==> src/rtl/car_voltage_pkg.sv <==
// Shared constants and FSM state type for the car voltage poller.
package car_voltage_pkg;
  localparam int ADC_W       = 12;
  localparam int RSP_TIMEOUT = 255;

  typedef enum logic [1:0] {
    IDLE     = 2'd0,
    REQ      = 2'd1,
    WAIT_RSP = 2'd2,
    ACCUM    = 2'd3
  } state_e;
endpackage

==> src/rtl/car_voltage_poller_if.sv <==
// Avalon-MM read-only master bus towards the ADC register slave.
// Handshake: a read is accepted on the rising edge where avm_read=1 and
// avm_waitrequest=0; address and read are held stable while stalled; each
// accepted read is answered by exactly one avm_readdatavalid strobe.
interface car_voltage_poller_if;
  logic [1:0]  avm_address;
  logic        avm_read;
  logic        avm_waitrequest;
  logic        avm_readdatavalid;
  logic [31:0] avm_readdata;

  modport master (
    output avm_address, avm_read,
    input  avm_waitrequest, avm_readdatavalid, avm_readdata
  );

  modport slave (
    input  avm_address, avm_read,
    output avm_waitrequest, avm_readdatavalid, avm_readdata
  );
endinterface

==> src/rtl/car_voltage_tick.sv <==
// Poll-rate divider: counts 0..POLL_DIV-1 while enabled, pulses tick on wrap.
module car_voltage_tick #(
  parameter int POLL_DIV = 50000
) (
  input  logic clk,
  input  logic reset_n,
  input  logic enable,
  output logic tick
);
  localparam int CNT_W = $clog2(POLL_DIV);

  logic [CNT_W-1:0] cnt_q, cnt_d;
  logic             wrap;

  always_comb begin
    wrap  = (cnt_q == CNT_W'(POLL_DIV - 1));
    cnt_d = cnt_q + 1'b1;
    if (!enable || wrap) begin
      cnt_d = '0;
    end
    tick = enable && wrap;
  end

  always_ff @(posedge clk) begin
    if (!reset_n) begin
      cnt_q <= '0;
    end else begin
      cnt_q <= cnt_d;
    end
  end
endmodule

==> src/rtl/car_voltage_poller.sv <==
// Periodically reads the ADC over Avalon-MM, averages 2^AVG_LOG2 samples and
// flags undervoltage with hysteresis; a missing response sets a sticky error.
module car_voltage_poller
  import car_voltage_pkg::*;
#(
  parameter int               POLL_DIV   = 50000,
  parameter int               AVG_LOG2   = 3,
  parameter logic [ADC_W-1:0] LOW_THRESH = 12'd2900,
  parameter logic [ADC_W-1:0] LOW_HYST   = 12'd64
) (
  input  logic                 clk,
  input  logic                 reset_n,
  input  logic                 enable,
  car_voltage_poller_if.master avm,
  output logic [ADC_W-1:0]     avg_voltage,
  output logic                 avg_valid,
  output logic                 low_voltage,
  output logic                 timeout_err,
  output state_e               dbg_state
);
  localparam int ACC_W = ADC_W + AVG_LOG2;
  localparam int CNT_W = AVG_LOG2 + 1;
  localparam logic [ADC_W:0] CLEAR_LVL = {1'b0, LOW_THRESH} + {1'b0, LOW_HYST};

  state_e           state_q, state_d;
  logic [ACC_W-1:0] acc_q, acc_d;
  logic [CNT_W-1:0] cnt_q, cnt_d;
  logic [ADC_W-1:0] sample_q, sample_d;
  logic [7:0]       tmo_q, tmo_d;
  logic             drop_q, drop_d;
  logic [ADC_W-1:0] avg_q, avg_d;
  logic             avg_valid_q, avg_valid_d;
  logic             low_q, low_d;
  logic             tmo_err_q, tmo_err_d;
  logic             tick;
  logic             unused_rdata;

  car_voltage_tick #(.POLL_DIV(POLL_DIV)) u_tick (
    .clk     (clk),
    .reset_n (reset_n),
    .enable  (enable),
    .tick    (tick)
  );

  assign unused_rdata    = ^avm.avm_readdata[31:ADC_W];
  assign avm.avm_address = 2'd0;
  assign avm.avm_read    = (state_q == REQ);
  assign avg_voltage     = avg_q;
  assign avg_valid       = avg_valid_q;
  assign low_voltage     = low_q;
  assign timeout_err     = tmo_err_q;
  assign dbg_state       = state_q;

  always_comb begin
    state_d     = state_q;
    acc_d       = acc_q;
    cnt_d       = cnt_q;
    sample_d    = sample_q;
    tmo_d       = tmo_q;
    drop_d      = drop_q;
    avg_d       = avg_q;
    avg_valid_d = 1'b0;
    low_d       = low_q;
    tmo_err_d   = tmo_err_q;

    case (state_q)
      IDLE: begin
        drop_d = 1'b0;
        if (!enable) begin
          acc_d = '0;
          cnt_d = '0;
        end
        if (tick && enable) begin
          state_d = REQ;
        end
      end
      REQ: begin
        // Once issued the read must finish; remember to discard its sample.
        if (!enable) drop_d = 1'b1;
        if (!avm.avm_waitrequest) begin
          tmo_d   = '0;
          state_d = WAIT_RSP;
        end
      end
      WAIT_RSP: begin
        if (!enable) drop_d = 1'b1;
        if (avm.avm_readdatavalid) begin
          sample_d = avm.avm_readdata[ADC_W-1:0];
          state_d  = ACCUM;
        end else if (tmo_q == 8'(RSP_TIMEOUT - 1)) begin
          tmo_err_d = 1'b1;
          acc_d     = '0;
          cnt_d     = '0;
          state_d   = IDLE;
        end else begin
          tmo_d = tmo_q + 8'd1;
        end
      end
      ACCUM: begin
        if (drop_q) begin
          acc_d = '0;
          cnt_d = '0;
        end else begin
          acc_d = acc_q + ACC_W'(sample_q);
          cnt_d = cnt_q + 1'b1;
        end
        state_d = IDLE;
      end
      default: state_d = IDLE;
    endcase

    // A full set always completes in ACCUM, so this fires in the following IDLE.
    if (cnt_q == CNT_W'(1 << AVG_LOG2)) begin
      avg_d       = ADC_W'(acc_q >> AVG_LOG2);
      avg_valid_d = 1'b1;
      acc_d       = '0;
      cnt_d       = '0;
      if (avg_d < LOW_THRESH) begin
        low_d = 1'b1;
      end else if ({1'b0, avg_d} >= CLEAR_LVL) begin
        low_d = 1'b0;
      end
    end
  end

  always_ff @(posedge clk) begin
    if (!reset_n) begin
      state_q     <= IDLE;
      acc_q       <= '0;
      cnt_q       <= '0;
      sample_q    <= '0;
      tmo_q       <= '0;
      drop_q      <= 1'b0;
      avg_q       <= '0;
      avg_valid_q <= 1'b0;
      low_q       <= 1'b0;
      tmo_err_q   <= 1'b0;
    end else begin
      state_q     <= state_d;
      acc_q       <= acc_d;
      cnt_q       <= cnt_d;
      sample_q    <= sample_d;
      tmo_q       <= tmo_d;
      drop_q      <= drop_d;
      avg_q       <= avg_d;
      avg_valid_q <= avg_valid_d;
      low_q       <= low_d;
      tmo_err_q   <= tmo_err_d;
    end
  end
endmodule

==> src/flat_wrapper.sv <==
// flat-port wrapper written by rule: the top's interface ports become plain ports
module car_voltage_poller_flat import car_voltage_pkg::*;
#(
  parameter int               POLL_DIV   = 50000,
  parameter int               AVG_LOG2   = 3,
  parameter logic [ADC_W-1:0] LOW_THRESH = 12'd2900,
  parameter logic [ADC_W-1:0] LOW_HYST   = 12'd64
)
  (clk, reset_n, enable, avg_voltage, avg_valid, low_voltage, timeout_err, dbg_state, avm_avm_address, avm_avm_read, avm_avm_waitrequest, avm_avm_readdatavalid, avm_avm_readdata);
  car_voltage_poller_if avm_i ();
  input  logic clk;
  input  logic reset_n;
  input  logic enable;
  output logic [ADC_W-1:0] avg_voltage;
  output logic avg_valid;
  output logic low_voltage;
  output logic timeout_err;
  output state_e dbg_state;
  output wire logic [$bits(avm_i.avm_address)-1:0] avm_avm_address;
  output wire logic [$bits(avm_i.avm_read)-1:0] avm_avm_read;
  input wire logic [$bits(avm_i.avm_waitrequest)-1:0] avm_avm_waitrequest;
  input wire logic [$bits(avm_i.avm_readdatavalid)-1:0] avm_avm_readdatavalid;
  input wire logic [$bits(avm_i.avm_readdata)-1:0] avm_avm_readdata;
  assign avm_avm_address = avm_i.avm_address;
  assign avm_avm_read = avm_i.avm_read;
  assign avm_i.avm_waitrequest = avm_avm_waitrequest;
  assign avm_i.avm_readdatavalid = avm_avm_readdatavalid;
  assign avm_i.avm_readdata = avm_avm_readdata;
  car_voltage_poller #(.POLL_DIV(POLL_DIV), .AVG_LOG2(AVG_LOG2), .LOW_THRESH(LOW_THRESH), .LOW_HYST(LOW_HYST)) u_core (.clk(clk), .reset_n(reset_n), .enable(enable), .avm(avm_i), .avg_voltage(avg_voltage), .avg_valid(avg_valid), .low_voltage(low_voltage), .timeout_err(timeout_err), .dbg_state(dbg_state));
endmodule
==> config.mk <==
export PLATFORM = sky130hd
export DESIGN_NAME = car_voltage_poller_flat
export DESIGN_NICKNAME = d
export VERILOG_FILES = /design/src/rtl/car_voltage_pkg.sv /design/src/rtl/car_voltage_poller_if.sv /design/src/rtl/car_voltage_tick.sv /design/src/rtl/car_voltage_poller.sv /design/src/flat_wrapper.sv
export SDC_FILE = /design/constraint.sdc
export NUM_CORES = 1
export LEC_CHECK = 0
export ABC_CLOCK_PERIOD_IN_PS = 2050
export CORE_UTILIZATION = 40
export DETAILED_ROUTE_END_ITERATION = 7
export GPL_TIMING_DRIVEN = 0
export MAX_ROUTING_LAYER = met4
export SLEW_MARGIN = 25
export SYNTH_ARGS = -nofsm -noshare
export SYNTH_HDL_FRONTEND = slang
export SYNTH_SLANG_ARGS = --single-unit
==> constraint.sdc <==
create_clock -name clk -period 2.05 [get_ports clk]
set_clock_uncertainty 0.05 [all_clocks]
set_input_delay 0.41 -clock clk [delete_from_list [all_inputs] [get_ports clk]]
set_output_delay 0.41 -clock clk [all_outputs]
set_load 0.005 [all_outputs]
# --- Word level (Yosys, flattened, before mapping) ---
# Cells that the tools add are included.
totals:
  ff_bits: 73
  inputBits: 37
  out_inout_bits: 20
classes:
  add_sub_neg: 4
  magnitude_cmp: 2
  n_eq_ne: 14
  muxes: 24
  bitwise_logic: 2
  reduce_logical: 19
op_table:
  columns: ["cell", "n"]
  rows:
  - ["two-way mux 15 bit", 4]
  - ["case mux 15 bit (3 select lines)", 1]
  - ["two-way mux 8 bit", 3]
  - ["adder 16 x 1 -> 16 bit, second input constant", 1]
  - ["== test 16 bit, second input constant", 1]
  - ["two-way mux 4 bit", 4]
  - ["case mux 8 bit (2 select lines)", 1]
  - ["adder 15 x 12 -> 15 bit", 1]
  - ["greater-or-equal comparator 12 bit, second input constant", 1]
  - ["< comparator 12 bit, second input constant", 1]
  - ["case mux 4 bit (3 select lines)", 1]
  - ["!= test 2 bit, second input constant", 5]
  - ["adder 8 x 1 -> 8 bit, second input constant", 1]
  - ["== test 8 bit, second input constant", 1]
  - ["two-way mux 2 bit", 4]
  - ["case mux 2 bit (4 select lines)", 1]
  - ["AND reduction 4 bit", 2]
  - ["AND reduction 2 bit", 3]
  - ["AND reduction 3 bit", 2]
  - ["nonzero test 2 bit", 3]
  - ["OR reduction 2 bit", 3]
  - ["adder 4 x 1 -> 4 bit, second input constant", 1]
  - ["== test 2 bit, second input constant", 2]
  - ["== test 4 bit, second input constant", 1]
  - ["other kinds (11)", 17]

# --- Logic depth before layout (Yosys ltp) ---
# Gate-level depths: netlist of run 1.
depth:
  ltp_word: 5
  mapped_depth: 8
  mapped_depth_nobuf: 7

# --- Cells and area by module ---
# From an unflattened synthesis of run 1, not the netlist that was laid out.
unflattened:
  hier_cells: 453
  hier_area_um2: 3717.3
by_module_without_submodules:
  columns: ["module", "instances", "cells_per_inst", "area_per_inst_um2", "seq_area_each_um2"]
  rows:
  - ["car_voltage_poller", 1, 373, 3002.9, 1141.1]
  - ["car_voltage_tick", 1, 80, 714.4, 320.3]

# --- Worst setup path before layout of run 1 ---
# No wires, ideal clock.
synth_path:
  path_kind: "register to register"
  start: "register u_core.sample_q[0]"
  end: "register u_core.acc_q[8]"
  t_arrival_ps: 1919
  slack_ps: -46
  stages_incl_launch_ff: 8
  path_buffers: 0
  path_cell_list: "dfxtp_1 -> ha_1 -> fa_1 -> a211oi_1 -> o21ai_0 -> a311o_1 -> a32oi_1 -> nor2_1"
synth_between:
  elab_chain_len: 3
synth_lines:
  columns: ["item", "line_no", "text"]
  rows:
  - ["start, declared", "car_voltage_poller.sv:28", "logic [ADC_W-1:0] sample_q, sample_d;"]
  - ["start signal, assigned", "car_voltage_poller.sv:142", "sample_q <= sample_d;"]
  - ["adder 15 x 12 -> 15 bit", "car_voltage_poller.sv:104", "acc_d = acc_q + ACC_W'(sample_q);"]
  - ["two-way mux 15 bit", "car_voltage_poller.sv:100", "if (drop_q) begin"]
  - ["case mux 15 bit (3 select lines)", "car_voltage_poller.sv:66", "case (state_q)"]
  - ["end signal, assigned", "car_voltage_poller.sv:129", "acc_q <= '0;"]
  - ["end signal, assigned", "car_voltage_poller.sv:140", "acc_q <= acc_d;"]
  - ["end, declared", "car_voltage_poller.sv:26", "logic [ACC_W-1:0] acc_q, acc_d;"]
# No other way between the ends.
# A chain may end at the register's enable or synchronous reset.

# --- Worst setup path in the final report of run 1 ---
layout_path:
  start: "register u_core.tmo_q[0]"
  end: "register u_core.acc_q[9]"
layout_between:
  elab_chain_len: 3
layout_lines:
  columns: ["item", "line_no", "text"]
  rows:
  - ["start, declared", "car_voltage_poller.sv:29", "logic [7:0] tmo_q, tmo_d;"]
  - ["start signal, assigned", "car_voltage_poller.sv:143", "tmo_q <= tmo_d;"]
  - ["== test 8 bit", "car_voltage_poller.sv:90", "end else if (tmo_q == 8'(RSP_TIMEOUT - 1)) begin"]
  - ["!= test 2 x 1 -> 1 bit (no line)", null, null]
  - ["AND reduction 4 bit (no line)", null, null]
# No other way between the ends.

==> results of run 1 <==
## kinds of logic (layout without fill, tap and decap cells)
logic type	after synthesis	after routing
compound gates	111	111
xor+xnor	26	26
fa+ha+maj	22	22
buf+inv	31	91
flops	73	73
mux	3	3
other cells	1	2
simple gates	176	176
## registers in the layout, summed over array words and instances (netlist names)
name	flops
u_core.avg_voltage	12
u_core.sample_q	12
u_core.acc_q	15
u_core.low_voltage	1
u_core.u_tick.cnt_q	16
u_core.drop_q	1
u_core.tmo_q	8
u_core.cnt_q	4
u_core.avg_valid	1
u_core.timeout_err	1
u_core.dbg_state	2
## power breakdown
group	internal (uW)	total [uW]	switching, uW	leakage (uW)
clock	908	1460	554	0.000129
combinational	52.1	107	55.2	0.00101
sequential	1410	1420	1.88	0.000593
## stage by stage
stage | hold slack (ns) | utilization
global placement | 0.3918 | 0.4655
global route | 0.3267 | 0.5274
CTS | 0.3029 | 0.5095
detailed placement | 0.4017 | 0.4655
floorplan | 0.3795 | -
finish | 0.3248 | 0.5274
## worst max-delay path by stage
stage | startpoint | to | slack, ns
floorplan | u_core.dbg_state[0] | u_core.acc_q[9] | 0.009
global placement | enable | u_core.acc_q[9] | -0.50
detailed placement | enable | u_core.acc_q[9] | -0.50
CTS | u_core.dbg_state[1] | u_core.acc_q[9] | -0.04
global route | u_core.sample_q[0] | u_core.acc_q[8] | -0.06
finish | u_core.tmo_q[0] | u_core.acc_q[9] | 0.04
## cell usage in the layout, fill, tap and decap left out, types with 3 or more instances in the layout
| cell | n |
|---|---|
| ha_2 | 4 |
| buf_4 | 13 |
| o21ai_0 | 8 |
| o211ai_1 | 7 |
| nand2b_1 | 7 |
| bufinv_16 | 3 |
| nand3_1 | 21 |
| a21o_1 | 6 |
| ha_1 | 15 |
| clkdlybuf4s50_1 | 33 |
| and2_1 | 3 |
| a211oi_2 | 3 |
| dfxtp_1 | 65 |
| inv_1 | 13 |
| nor2_1 | 34 |
| xor2_1 | 8 |
| o2111ai_1 | 3 |
| clkbuf_1 | 9 |
| xnor2_1 | 18 |
| nand2_1 | 74 |
| a21boi_0 | 26 |
| dfxtp_2 | 5 |
| dfxtp_4 | 3 |
| and3_1 | 4 |
| a21oi_1 | 25 |
| a211oi_1 | 6 |
| mux2i_1 | 3 |
| clkbuf_8 | 13 |
| nand4_1 | 8 |
## layout make-up
cell class,count,share of cell area
Inverter,13,0.01001
Clock buffer,12,0.03389
Buffer,18,0.02619
Sequential cell,73,0.3035
Clock inverter,4,0.02003
Timing Repair Buffer,44,0.08472
Multi-Input combinational cell,340,0.4886
Tap cell,129,0.03312
## worst register-to-register path, delay by kind of cell (launching register included)
family                     cells  cell delay [ns]
AOI/OAI and AO/OA              2             0.55
adders and majority gates      1             0.19
buffers and inverters          1             0.06
DFF                            1             0.34
and+or+nand+nor                3             0.76
## routing by layer
| metal | global-route usage | vias up |
|---|---|---|
| li1 | - | 1681 |
| met1 | 0.2368 | 1574 |
| met2 | 0.3130 | 57 |
| met3 | 0.03022 | 16 |
| met4 | 0.08937 | 0 |
| met5 | - | - |
## what timing repair did
action                                  in CTS  in global routing
endpoints found under the setup margin      29                 32
setup buffers                                6                  5
pin swaps                                    6                  8
resized for setup                           27                 29
==> metrics.cfg, run 1 <==
[outcome]
status=completed

[logic_synthesis]
synthFlopType=dfxtp_1
synth_top_family_by_area=simple AND/OR/NAND/NOR gates
avgSynthCellArea_sq_um=8.592
yosys.area_share.simple=0.2212
ys_top_cells_by_area=dfxtp_1, nand2_1, ha_1, a21boi_0, xnor2_1
ys_seq_area_frac=0.3840
synth-compound-area-share=0.2068
async_flop_share=0
synthMuxAreaShare=0.007890
synthXorXnorAreaFrac=0.05983
syn-cell-area_sq_mm=0.003806
syn_inst=443
synthTopCellsByCount=nand2_1, dfxtp_1, nor2_1
synth_top_area_share=0.3840
synth_largest_area_cell=dfxtp_1
synth-edff-count=0
synth-seq-cells=73
synth_most_common_cell=nand2_1
ys_types=58
yosys_warnings=0
synth_fa_ha_area_frac=0.07429

[setup_path]
critical_path.top_delay_family=simple AND/OR/NAND/NOR gates
r2r_slack_ns=0.04
cp.depth=7
crit_required_ns=2.30
crit_path_top_delay_cell=or4b_4
critPathKind=reg2reg
rr_endpoint=u_core.acc_q[9]
worst-path-buf-inv=1
crit_fanout=7
max_stage_delay_ns=0.57
end_kind=register
cp.arrival_ns=2.26
worstSetupStartpointType=register
rr_startpoint=u_core.tmo_q[0]
reg2reg_depth=7
path_cells=inv_1, ha_2, nand3_4, o31a_1, or4b_4, a2bb2oi_2, nand2_1

[global_route]
grt_overflow=0
antenna_found_initial=0
first_global_vias=3149
grt_pass1_wl_microns=14640
grt_max_degree=13
grt.total_usage=0.1933

[detailed_routing]
drc=0
antenna_left=0
vias_per_cell=5.258
drt_pass1_iterations=4
routed.top_layer=met4
wl_met3_microns=227
drt-total-wl_microns=8717
wl_met1_microns=4195
wl_per_cell_microns=13.77
drtIter0Drc=93
num_vias=3328
route.met2.wl_microns=4096

[cts]
clk_pin_slew_ns=0.08
cts_root_buf=clkbuf_8
cts_hold_buffers=0
cts_sinks=73
cts_max_path_buffers=2
cts_max_level=3
clkLatencyLatePin_ns=0.36
cts_tree=done
cts_buffers=9

[worst_hold_path]
min-delay-start=reset_n
holdPathEnd=u_core.sample_q[0]
hold_depth=2
min_path_type=in2reg

[floorplan]
boundaryPins=57
rows=35
die_y_microns=99.55
fp.dieW_microns=99.55
start_util=0.4119
coreArea_sq_mm=0.009240
dieArea_sq_mm=0.009909

[timing]
setup_violations=0
period_minus_slack_ns=2.011
tightestPinTransition_ns=0.6024
rsz0062_at_grt=yes
setup_tns_ns=0
slew_viol_final=0
relSlewSlack=0.5984
post-route-period-util=0.9810
timing.fmax_mhz=497.3
hold_viol=0
layout_setup_ws_ns=0.03895

[finish]
fillCellCount=846
final-seq-area_sq_mm=0.001479
final_area_sq_mm=0.004873
diodes=0
multiInputGateArea_sq_mm=0.002381
instances_no_fill=633
final_nets=558
drive_above_1_share=0.1528
area_delta_synth_final_pct=28.04

[place]
portBuffers=33
placed_cell_area_sq_mm=0.004302
gp_congestion=0.8332
place_inst=606
pre_cts_ws_ns=-0.5002
hpwl_microns=6196

[power]
p_per_area_mw_per_mm2=612.7
static-leakage-power_uw=0.001728
ir_drop_mv=0.2926
power_uw=2986

[flow_run]
cap_viol_max_count=0

(Power assumes the default switching activity.)
==> inputs of run 2 (changes only) <==
GPL_ROUTABILITY_DRIVEN = 0   (was default)
==> results of run 2 <==
No change in the layout: final DEF, timing and power equal those of run 1.
==> inputs of run 3 (changes only) <==
CORE_UTILIZATION = 30   (was 40)
==> metrics.cfg, run 3 (synthesis gave the netlist of run 1 again) <==
[outcome]
status=completed  ; unchanged

[power]
intPower_uw=2352  ; was 2375 uW
swShare=0.2176  ; was 0.2047
ir_drop_mv=0.3714  ; was 0.2926 mV
seq_power_share=0.472  ; was 0.474
static-leakage-power_uw=0.001681  ; was 0.001728 uW
combPwrFrac=0.034  ; was 0.036
power_uw=3006  ; was 2986 uW
p_per_area_mw_per_mm2=615.2  ; was 612.7 mW/mm^2
switching_power_uw=654.1  ; was 611.3 uW
p_clk_frac=0.493  ; was 0.490

[finish]
final-seq-area_sq_mm=0.001476  ; was 0.001479 sq mm
largest_reg_flops=16  ; unchanged
fillCellCount=1286  ; was 846
area_delta_synth_final_pct=28.37  ; was 28.04%
final_util=0.4001  ; was 0.5274
layout_common_cells=nand2_1, dfxtp_1, nor2_1, clkdlybuf4s50_1, a21boi_0  ; unchanged
reg_top3=u_core.u_tick.cnt_q: 16 flops, u_core.acc_q: 15 flops  ; unchanged
final_common_cell=nand2_1  ; unchanged
diodes=0  ; unchanged
final_nets=556  ; was 558
instances_no_fill=670  ; was 633
multiInputGateArea_sq_mm=0.002340  ; was 0.002381 sq mm
drive_above_1_share=0.1434  ; was 0.1528
regMostFlops=u_core.u_tick.cnt_q  ; unchanged

[flow_run]
cap_viol_max_count=0  ; unchanged

[timing]
timing.fmax_mhz=497.5  ; was 497.3 MHz
tightestPinTransition_ns=0.5402  ; was 0.6024 ns
relSlewSlack=0.6398  ; was 0.5984
slew_viol_final=0  ; unchanged
post-route-period-util=0.9805  ; was 0.9810
hold_viol=0  ; unchanged
setup_violations=0  ; unchanged
period_minus_slack_ns=2.010  ; was 2.011 ns
setup_tns_ns=0  ; unchanged
rsz0062_at_grt=yes  ; unchanged

[setup_path]
end_kind=register  ; unchanged
critPathKind=reg2reg  ; unchanged
worstSetupStartpointType=register  ; unchanged
crit_required_ns=2.22  ; was 2.30 ns
crit_fanout=5  ; was 7
cp.arrival_ns=2.18  ; was 2.26 ns

[global_route]
grt_overflow=0  ; unchanged
grt_pass1_wl_microns=15080  ; was 14640 microns
first_global_vias=3209  ; was 3149
grt.total_usage=0.1515  ; was 0.1933
antenna_found_initial=0  ; unchanged
grt_max_degree=13  ; unchanged

[detailed_routing]
num_vias=3300  ; was 3328
wl_per_cell_microns=13.59  ; was 13.77 microns
drt-total-wl_microns=9102  ; was 8717 microns
drc=0  ; unchanged
drt_pass1_iterations=4  ; unchanged
drtIter0Drc=128  ; was 93
vias_per_cell=4.925  ; was 5.258
antenna_left=0  ; unchanged

[floorplan]
start_util=0.3117  ; was 0.4119
fp.dieW_microns=114.6  ; was 99.55 microns
boundaryPins=57  ; unchanged
rows=40  ; was 35
coreArea_sq_mm=0.01221  ; was 0.009240 sq mm
die_y_microns=114.6  ; was 99.55 microns
dieArea_sq_mm=0.01314  ; was 0.009909 sq mm

[place]
hpwl_microns=6555  ; was 6196 microns
portBuffers=33  ; unchanged
place_inst=645  ; was 606

[cts]
cts_buffers=9  ; unchanged
cts_max_path_buffers=2  ; unchanged
cts_tree=done  ; unchanged
cts_hold_buffers=0  ; unchanged
cts_root_buf=clkbuf_16  ; was clkbuf_8
clk_pin_slew_ns=0.06  ; was 0.08 ns
cts_max_level=3  ; unchanged
clkLatencyLatePin_ns=0.34  ; was 0.36 ns
cts_sinks=73  ; unchanged

[worst_hold_path]
min_path_type=in2reg  ; unchanged

run 3: changes by cell type in the layout (fill, tap and decap cells not counted), moves of 2 or more:
cell,previous run,this run
clkbuf_8,13,3
clkbuf_16,0,9
bufinv_16,3,0
clkinvlp_4,1,3
nand3_1,21,23
nand3_2,2,0
or4b_1,0,2
or4b_4,2,0
run 3: final timing paths:
kind / from / to / slack, ns / cells after the start
worst max-delay path: u_core.acc_q[0] / u_core.acc_q[8] / 0.04 / 7
worst min-delay path: reset_n / u_core.sample_q[0] / 0.34 / 2
worst max register to register: u_core.acc_q[0] / u_core.acc_q[8] / 0.04 / 7
worst min register to register: u_core.avg_voltage[8] / u_core.avg_voltage[8] / 0.41 / 2
run 3: per-layer routing:
metal	share of wire	global-route usage
met3	0.032	0.02965
met2	0.49	0.2521
met5	0	-
met1	0.46	0.1766
met4	0.020	0.06840
run 3: cell type report:
cell class,count,area share
multi-input combinational,340,0.4789
tap,168,0.04302
sequential,73,0.3022
buffer,17,0.02484
clock inverter,4,0.005634
inverter,13,0.009987
timing repair buffer,43,0.08297
clock buffer,12,0.05250
run 3: timing repair:
action,in CTS,in global routing
pin swaps,8,9
buffers inserted,3,7
setup endpoints to repair,26,49
gates resized for setup,22,28
run 3: critical path: stages, from the launching register on:
cell and delay (ns):
dfxtp_2 0.33, ha_4 0.16, fa_2 0.39, a211oi_2 0.24, o21ai_2 0.13, a311o_1 0.32
a32oi_1 0.20, nor2_1 0.05
run 3: per-stage QoR:
step | cell area [sq um] | setup slack, ns | hold WS (ns)
after floorplan | 3810 | 0.009038 | 0.3795
after CTS | 4732 | -0.06827 | 0.3371
after global routing | 4886 | -0.06575 | 0.3434
after detailed placement | 4350 | -0.5044 | 0.4067
final | 4886 | 0.04002 | 0.3413
after global placement | 4350 | -0.4730 | 0.3927
run 3: power by group through the flow:
stage | Sequential (uW) | Combinational [uW] | Clock [uW]
floorplan | 1450 | 45.3 | 0
finish | 1420 | 104 | 1480
detailed placement | 1450 | 94.1 | 0
global placement | 1450 | 94.1 | 0
CTS | 1420 | 97.4 | 1530
global route | 1420 | 113 | 1580
